--- config.mk ---
export PLATFORM = sky130hd
export DESIGN_NAME = usb_tx_arbiter
export DESIGN_NICKNAME = d
export VERILOG_FILES = /design/src/rtl/usb_tx_pkg.sv /design/src/rtl/usb_rr_arbiter2.sv /design/src/rtl/usb_tx_arbiter.sv
export SDC_FILE = /design/constraint.sdc
export NUM_CORES = 1
export LEC_CHECK = 0
export ABC_AREA = 1
export BUFFER_PORTS_ARGS = -buffer_cell sky130_fd_sc_hd__buf_2
export CORE_MARGIN = 2
export CORE_UTILIZATION = 36
export DETAILED_ROUTE_END_ITERATION = 7
export HOLD_SLACK_MARGIN = 0.02
export MAX_ROUTING_LAYER = met4
export PLACE_DENSITY = 0.85
export SLEW_MARGIN = 20
export SYNTH_ARGS = -nofsm -noshare
export SYNTH_HDL_FRONTEND = slang
export SYNTH_SLANG_ARGS = --single-unit
--- constraint.sdc ---
create_clock -name clk -period 1.15 [get_ports clk]
set_input_delay 0 -clock clk [delete_from_list [all_inputs] [get_ports clk]]
set_output_delay 0 -clock clk [all_outputs]
set_load 0.05 [all_outputs]
--- src/rtl/usb_tx_pkg.sv ---
// Shared types and constants for the USB transmit arbiter.
package usb_tx_pkg;

  // Width of one USB data word.
  localparam int WORD_W = 16;

  // Default idle limit between read_enable pulses (timeout build only).
  localparam int TIMEOUT_CYCLES_DEF = 1024;

  typedef enum logic [2:0] {
    ST_IDLE  = 3'd0,
    ST_START = 3'd1,
    ST_SEND  = 3'd2,
    ST_DONE  = 3'd3,
    ST_ERROR = 3'd4
  } tx_state_t;

endpackage

--- src/rtl/usb_rr_arbiter2.sv ---
// Two-way round-robin picker. r_prio names the requester favoured on the
// next pick; it moves to the other requester whenever a packet finishes.
module usb_rr_arbiter2 (
  input  logic       clk,
  input  logic       rst,
  input  logic [1:0] i_req,
  input  logic       i_advance,
  input  logic       i_last,
  output logic [1:0] o_pick
);

  logic r_prio;

  // Priority pointer: favour requester 0 out of reset, then the one after the last grant.
  always_ff @(posedge clk or posedge rst) begin
    if (rst) begin
      r_prio <= 1'b0;
    end else if (i_advance) begin
      r_prio <= ~i_last;
    end
  end

  // One-hot pick of the favoured requester if it asks, else the other one.
  always_comb begin
    o_pick = 2'b00;
    if (!r_prio) begin
      if (i_req[0])      o_pick = 2'b01;
      else if (i_req[1]) o_pick = 2'b10;
    end else begin
      if (i_req[1])      o_pick = 2'b10;
      else if (i_req[0]) o_pick = 2'b01;
    end
  end

endmodule

--- src/rtl/usb_tx_arbiter.sv ---
// Arbitrates two packet sources onto one USB transmitter.
// Optional feature: define USB_TX_ARB_TIMEOUT_EN to abort a packet when the
// transmitter stays silent for TIMEOUT_CYCLES cycles in SEND.
//
// Handshake: in SEND, tx_data carries the granted requester's head word; a
// cycle with read_enable high (and tx_error low) is a transfer, which pops
// that word (req_pop, same cycle) and decrements the remaining count.
// read_enable outside SEND is ignored.
module usb_tx_arbiter
  import usb_tx_pkg::*;
#(
  parameter int LEN_W          = 4,
  parameter int TIMEOUT_CYCLES = TIMEOUT_CYCLES_DEF
) (
  input  logic              clk,
  input  logic              rst,
  input  logic [1:0]        req,
  input  logic [LEN_W-1:0]  req_len0,
  input  logic [LEN_W-1:0]  req_len1,
  input  logic [WORD_W-1:0] req_data0,
  input  logic [WORD_W-1:0] req_data1,
  output logic [1:0]        req_pop,
  output logic [1:0]        grant,
  output logic [1:0]        done,
  output logic [1:0]        err,
  output logic [WORD_W-1:0] tx_data,
  output logic              transmit_start,
  output logic              transmit_empty,
  input  logic              read_enable,
  input  logic              tx_error,
  output logic              busy,
  output logic [2:0]        dbg_state
);

  tx_state_t        r_state;
  logic [1:0]       r_grant;
  logic [LEN_W-1:0] r_cnt;
  logic [1:0]       w_pick;
  logic             w_advance;
  logic             w_read;
  logic             w_timeout;

  assign w_advance = (r_state == ST_DONE) || (r_state == ST_ERROR);

  usb_rr_arbiter2 u_rr (
    .clk       (clk),
    .rst       (rst),
    .i_req     (req),
    .i_advance (w_advance),
    .i_last    (r_grant[1]),
    .o_pick    (w_pick)
  );

  // An error in the same cycle as a read wins, so no word is consumed.
  assign w_read = (r_state == ST_SEND) && read_enable && !tx_error && (r_cnt != '0);

`ifdef USB_TX_ARB_TIMEOUT_EN
  localparam int IDLE_W = $clog2(TIMEOUT_CYCLES + 1);
  logic [IDLE_W-1:0] r_idle;

  // Silence counter: cleared outside SEND and on every read, counts up in SEND.
  always_ff @(posedge clk or posedge rst) begin
    if (rst) begin
      r_idle <= '0;
    end else if ((r_state != ST_SEND) || read_enable) begin
      r_idle <= '0;
    end else begin
      r_idle <= r_idle + 1'b1;
    end
  end

  assign w_timeout = (r_state == ST_SEND) && !read_enable &&
                     (r_idle == IDLE_W'(TIMEOUT_CYCLES - 1));
`else
  assign w_timeout = 1'b0;
`endif

  // Main packet FSM: grant, word count and state all held here.
  always_ff @(posedge clk or posedge rst) begin
    if (rst) begin
      r_state <= ST_IDLE;
      r_grant <= 2'b00;
      r_cnt   <= '0;
    end else begin
      case (r_state)
        ST_IDLE: begin
          if (|req) begin
            r_grant <= w_pick;
            r_cnt   <= w_pick[1] ? req_len1 : req_len0;
            r_state <= ST_START;
          end
        end
        ST_START: begin
          if (tx_error)            r_state <= ST_ERROR;
          else if (r_cnt == '0)    r_state <= ST_DONE;
          else                     r_state <= ST_SEND;
        end
        ST_SEND: begin
          if (tx_error || w_timeout) begin
            r_state <= ST_ERROR;
          end else if (w_read) begin
            r_cnt <= r_cnt - 1'b1;
            if (r_cnt == LEN_W'(1)) r_state <= ST_DONE;
          end
        end
        ST_DONE, ST_ERROR: begin
          r_grant <= 2'b00;
          r_state <= ST_IDLE;
        end
        default: begin
          r_grant <= 2'b00;
          r_state <= ST_IDLE;
        end
      endcase
    end
  end

  // Output decode from registered state; reset reaches outputs without a clock edge.
  always_comb begin
    grant          = r_grant;
    req_pop        = w_read ? r_grant : 2'b00;
    done           = (r_state == ST_DONE)  ? r_grant : 2'b00;
    err            = (r_state == ST_ERROR) ? r_grant : 2'b00;
    transmit_start = (r_state == ST_START);
    busy           = (r_state != ST_IDLE);
    transmit_empty = (r_state == ST_IDLE) || (r_state == ST_DONE) ||
                     (r_state == ST_ERROR) ||
                     ((r_state == ST_SEND) && (r_cnt == '0));
    tx_data        = '0;
    if (r_grant[0])      tx_data = req_data0;
    else if (r_grant[1]) tx_data = req_data1;
    dbg_state      = r_state;
  end

endmodule
==> impl_metrics.env, run 1 <==
export IMPL_status="did not finish"
export IMPL_lastStage="global routing"
export IMPL_error_line="[ERROR DPL-0038] Utilization greater than 100%, impossible to legalize"
export IMPL_cts_inserted_buffers=3
export IMPL_die_w_um=57.19
export IMPL_yosysTopAreaCellShare_pct=24.57
export IMPL_clock_sinks=10
export IMPL_worst_ep_kind="primary output"
export IMPL_rows=19
export IMPL_yosysWarnings=0
export IMPL_start_util_pct=37.58
export IMPL_synthCells=175
export IMPL_gp_congestion=0.9272
export IMPL_place_hpwl_um=2744
export IMPL_syn_area_per_cell_um2=5.820
export IMPL_post_synth_top_area_cell="dfrtp_1"
export IMPL_io_buffers=75
export IMPL_seq_area_frac_synth_pct=24.57
export IMPL_grt_max_degree=18
export IMPL_syn_nets=223
export IMPL_clockBufferDepth=2
export IMPL_synth_cell_types=24
export IMPL_io_pins=76
export IMPL_place_inst=297
export IMPL_die_y_um=57.19
export IMPL_synth_area_um2=1018
export IMPL_clockRootBuffer="clkbuf_4"
export IMPL_synthTopCellsByArea="dfrtp_1 (25%), nand2_1 (24%), nand3_1 (17%)"
export IMPL_htree_num_levels=1
export IMPL_synth_seq_cells=10
export IMPL_grt_worst_setup_endpoint="req_pop[0]"
## synthesized netlist by cell type
master / count
ha_1: 2
nor3_1: 1
nor2_1: 14
o21ai_0: 1
nand3_1: 35
nand2_1: 64
o21ai_2: 1
nand2_4: 3
inv_2: 4
buf_4: 1
dfrtp_1: 10
nand2_2: 1
inv_1: 22
clkbuf_1: 3
nor2_4: 1
o21ai_1: 2
nand4_1: 1
a21oi_1: 2
a21oi_4: 1
xor2_1: 1
nand3_4: 1
buf_2: 2
buf_1: 1
or2_1: 1
## repair_timing
action / 4_1_cts
cloned: 1
endpoints found under the hold margin: 12
gates resized for setup: 129
hold buffers: 3
pin swaps: 17
endpoints found under the setup margin: 34
buffers inserted: 15
## cells by family after synthesis
kind of cell	count (synthesis)	synth area share, %
DFF	10	24.57
xor gates and xnor gates	1	0.8601
adders and majority gates	2	2.457
and+or+nand+nor	122	54.42
buffers and inverters	33	12.78
AOI/OAI and AO/OA	7	4.914
## metrics by stage
stage	cell area [µm²]	util (%)	setup WS [ns]	hold WS (ns)	TNS, ns
after floorplan	1394	-	-0.2117	-0.1601	-2.179
after global placement	1933	71.33	-0.1900	-0.006460	-0.9253
after detailed placement	1933	71.33	-0.2595	0.006596	-1.427
after CTS	2604	96.08	-0.2959	0.08691	-4.647
==> run 2: changes to the inputs <==
--- a/config.mk
+++ b/config.mk
@@ -7,12 +7,10 @@
 export LEC_CHECK = 0
 export ABC_AREA = 1
 export BUFFER_PORTS_ARGS = -buffer_cell sky130_fd_sc_hd__buf_2
-export CORE_MARGIN = 2
-export CORE_UTILIZATION = 36
+export CORE_AREA = 2 2 63 65
 export DETAILED_ROUTE_END_ITERATION = 7
-export HOLD_SLACK_MARGIN = 0.02
-export MAX_ROUTING_LAYER = met4
-export PLACE_DENSITY = 0.85
+export DIE_AREA = 0 0 65 67
+export PLACE_DENSITY_LB_ADDON = 0.15
 export SLEW_MARGIN = 20
 export SYNTH_ARGS = -nofsm -noshare
 export SYNTH_HDL_FRONTEND = slang
==> constraint.sdc (replaced) <==
create_clock -name clk -period 1.5 [get_ports clk]
set_input_delay 0 -clock clk [delete_from_list [all_inputs] [get_ports clk]]
set_output_delay 0 -clock clk [all_outputs]
set_load 0.05 [all_outputs]
==> run 2 against run 1 <==
The run now ends clean. Synthesized cell count unchanged. Area after synthesis unchanged.
==> impl_metrics.env, run 2 <==
export IMPL_r2r_start="dbg_state[2]"
export IMPL_synthCells=175
export IMPL_crit_path_cell_trace="inv_1 > nand3_4 > nor2_4 > nand2_4 > nor2_2 > buf_6"
export IMPL_die_w_um=65
export IMPL_vias=1352
export IMPL_clockBufferDepth=2
export IMPL_gp_congestion=0.8348
export IMPL_fin_worst_hold_slack_ns=0.05656
export IMPL_min_period_ns=1.415
export IMPL_finalSetupViolations=0
export IMPL_synth_simple_area_share_pct=54.42
export IMPL_hold_violations=0
export IMPL_fin_setup_tns_ns=0
export IMPL_syn_area_per_cell_um2=5.820
export IMPL_antenna_found_initial=0
export IMPL_final_cell_mix="buf_2 (72), nand2_1 (54), nand3_1 (34), inv_1 (18), nand2_2 (11)"
export IMPL_synth_compound_area_share_pct=4.914
export IMPL_nets=305
export IMPL_p_per_area_nw_per_um2=2347
export IMPL_synth_adder_area_share_pct=2.457
export IMPL_worstPathArrival_ns=1.42
export IMPL_drc=0
export IMPL_first_iter_violations=27
export IMPL_crit_type="reg -> out"
export IMPL_final_common_cell="buf_2"
export IMPL_syn_nets=223
export IMPL_core_area_um2=3606
export IMPL_dp_slack_ns=0.07514
export IMPL_cts_tree="built"
export IMPL_gr_total_overflow=0
export IMPL_worstMarginPinSlew_ns=0.3850
export IMPL_hp_start="req[0]"
export IMPL_r2r_end="r_cnt[0]"
export IMPL_synth_cell_types=24
export IMPL_cts_inserted_buffers=3
export IMPL_synthMuxAreaShare_pct=0
export IMPL_start_util_pct=28.24
export IMPL_synth_common_cells="nand2_1 (64), nand3_1 (35), inv_1 (22)"
export IMPL_wl_per_cell_um=10.81
export IMPL_cpPeakStageDelay_ns=0.42
export IMPL_total_leakage_power_nw=0.9885
export IMPL_worstRegToRegCells=8
export IMPL_place_hpwl_um=2695
export IMPL_timing_critical_path_slowest_stage_cell="dfrtp_2"
export IMPL_post_synth_top_area_cell="dfrtp_1"
export IMPL_rsz0062_at_grt="no"
export IMPL_instances_no_fill=304
export IMPL_r2r_slack_ns=0.21
export IMPL_io_buffers=75
export IMPL_die_area_um2=4355
export IMPL_max_cap_violations=0
export IMPL_rows=22
export IMPL_required_ns=1.50
export IMPL_synthTopCellsByArea="dfrtp_1 (25%), nand2_1 (24%), nand3_1 (17%)"
export IMPL_hold_path_endpoint="grant[0]"
export IMPL_yosysMostFrequentCell="nand2_1"
export IMPL_diodes=0
export IMPL_ys_flop_type="dfrtp_1"
export IMPL_htree_num_levels=1
export IMPL_cp_num_buf_inv=2
export IMPL_path_max_fanout=7
export IMPL_totalPowerFinal_mw=3.873
export IMPL_grt_max_degree=19
export IMPL_synth_edf_count=0
export IMPL_clockRootBuffer="clkbuf_8"
export IMPL_drv_slew=0
export IMPL_synth_area_um2=1018
export IMPL_yosysWarnings=0
export IMPL_clock_sinks=10
export IMPL_ant_nets=0
export IMPL_drt_pre_antenna_iters=4
export IMPL_io_pins=76
export IMPL_finalCritPeriodShare_pct=94.34
export IMPL_hp_class="in -> reg"
export IMPL_min_path_cells=3
export IMPL_area_growth_pct=62.04
export IMPL_synth_seq_cells=10
export IMPL_cp_top_family="simple AND/OR/NAND/NOR gates"
export IMPL_grt_pass1_vias=1240
export IMPL_die_y_um=67
export IMPL_seq_area_frac_synth_pct=24.57
export IMPL_yosysTopAreaCellShare_pct=24.57
export IMPL_fin_skew_ns=0.001154
export IMPL_slew_headroom_pct=74.30
export IMPL_drive_gt1_share_pct=47.66
export IMPL_endpoint_kind="primary output"
export IMPL_start_kind="flip-flop"
export IMPL_grt_pass1_wl_um=5250
export IMPL_grt_usage_pct=15.15
export IMPL_clkTransAtPathRegs_ns=0.05
export IMPL_synth_xor_area_share_pct=0.8600
export IMPL_largest_reg_flops=4
export IMPL_cp_depth=6
export IMPL_vias_per_cell=4.447
export IMPL_synth_top_family_by_area="simple AND/OR/NAND/NOR gates"
export IMPL_status="finished clean"
export IMPL_largest_register="r_cnt"
export IMPL_routed_wl_um=3287
export IMPL_clkLatencyLatePin_ns=0.24
export IMPL_synth_async_reset_ratio_pct=100.0
export IMPL_place_inst=295
export IMPL_worst_slack_ns=0.08490
export IMPL_ir_drop_uv=1373
export IMPL_fmax_mhz=706.7
==> run 2: cell counts after synthesis <==
Identical to the previous run, type by type.
==> run 2: worst register-to-register path, stage by stage (launching register included) <==
cell	delay (ns)
dfrtp_2	0.42
inv_1	0.11
nand3_4	0.14
nor2_4	0.16
nand2_4	0.09
nand2_4	0.10
nand2_4	0.06
nand2_1	0.05
nand2_1	0.05
==> run 2: how the worst max path moves through the flow <==
| stage | slack [ns] | endpoint | start |
|---|---|---|---|
| after detailed placement | 0.08 | transmit_empty | r_cnt[1] |
| after floorplan | -0.08 | done[0] | grant[0] |
| after global routing | 0.003 | req_pop[0] | dbg_state[2] |
| after global placement | 0.13 | transmit_empty | r_cnt[0] |
| final | 0.08 | req_pop[0] | dbg_state[2] |
| after CTS | 0.005 | transmit_empty | r_cnt[1] |
==> run 2: power breakdown <==
part           total [mW]  internal [mW]  switching [mW]
combinational        2.98          0.849            2.13
sequential          0.553          0.411           0.141
clock               0.337          0.231           0.107
total                3.87           1.49            2.38
==> run 2: cell families after synthesis <==
family,count (synthesis)
DFF,10
and+or+nand+nor,122
adders and majority gates,2
buffers and inverters,33
AOI/OAI and AO/OA,7
xor gates and xnor gates,1
==> run 2: metrics by stage <==
stage	util [%]	instance area (µm²)
after floorplan	-	1072
after global placement	42.05	1516
after detailed placement	42.05	1516
after CTS	44.55	1607
after global routing	45.77	1650
final	45.77	1650
==> run 2: timing repair <==
item | 4_1_cts | 5_1_grt
hold endpoints to repair | 11 | 0
setup endpoints to repair | 3 | 5
resized for setup | 5 | 7
setup buffers | 0 | 3
pin swaps | 0 | 1
hold buffers | 2 | 0
==> run 2: final cells by class <==
type | instances | area [µm²]
well taps | 48 | 60.06
inverters | 26 | 101.3
repair buffers | 84 | 479.2
flip-flops and latches | 10 | 254.0
fillers | 390 | 1956
clock buffers | 4 | 55.05
multi-input cells | 132 | 700.7
==> run 2: routing by layer <==
metal / GRT usage [%] / share of wire, % / up-vias / wire (µm)
li1: - / - / 703 / -
met1: 17.50 / 44 / 604 / 1449
met2: 27.45 / 48 / 41 / 1582
met3: 4.561 / 6.9 / 4 / 226
met4: 3.191 / 0.82 / 0 / 27
met5: 0 / 0 / - / 0
No activity file was read; power rests on OpenSTA's default activity.
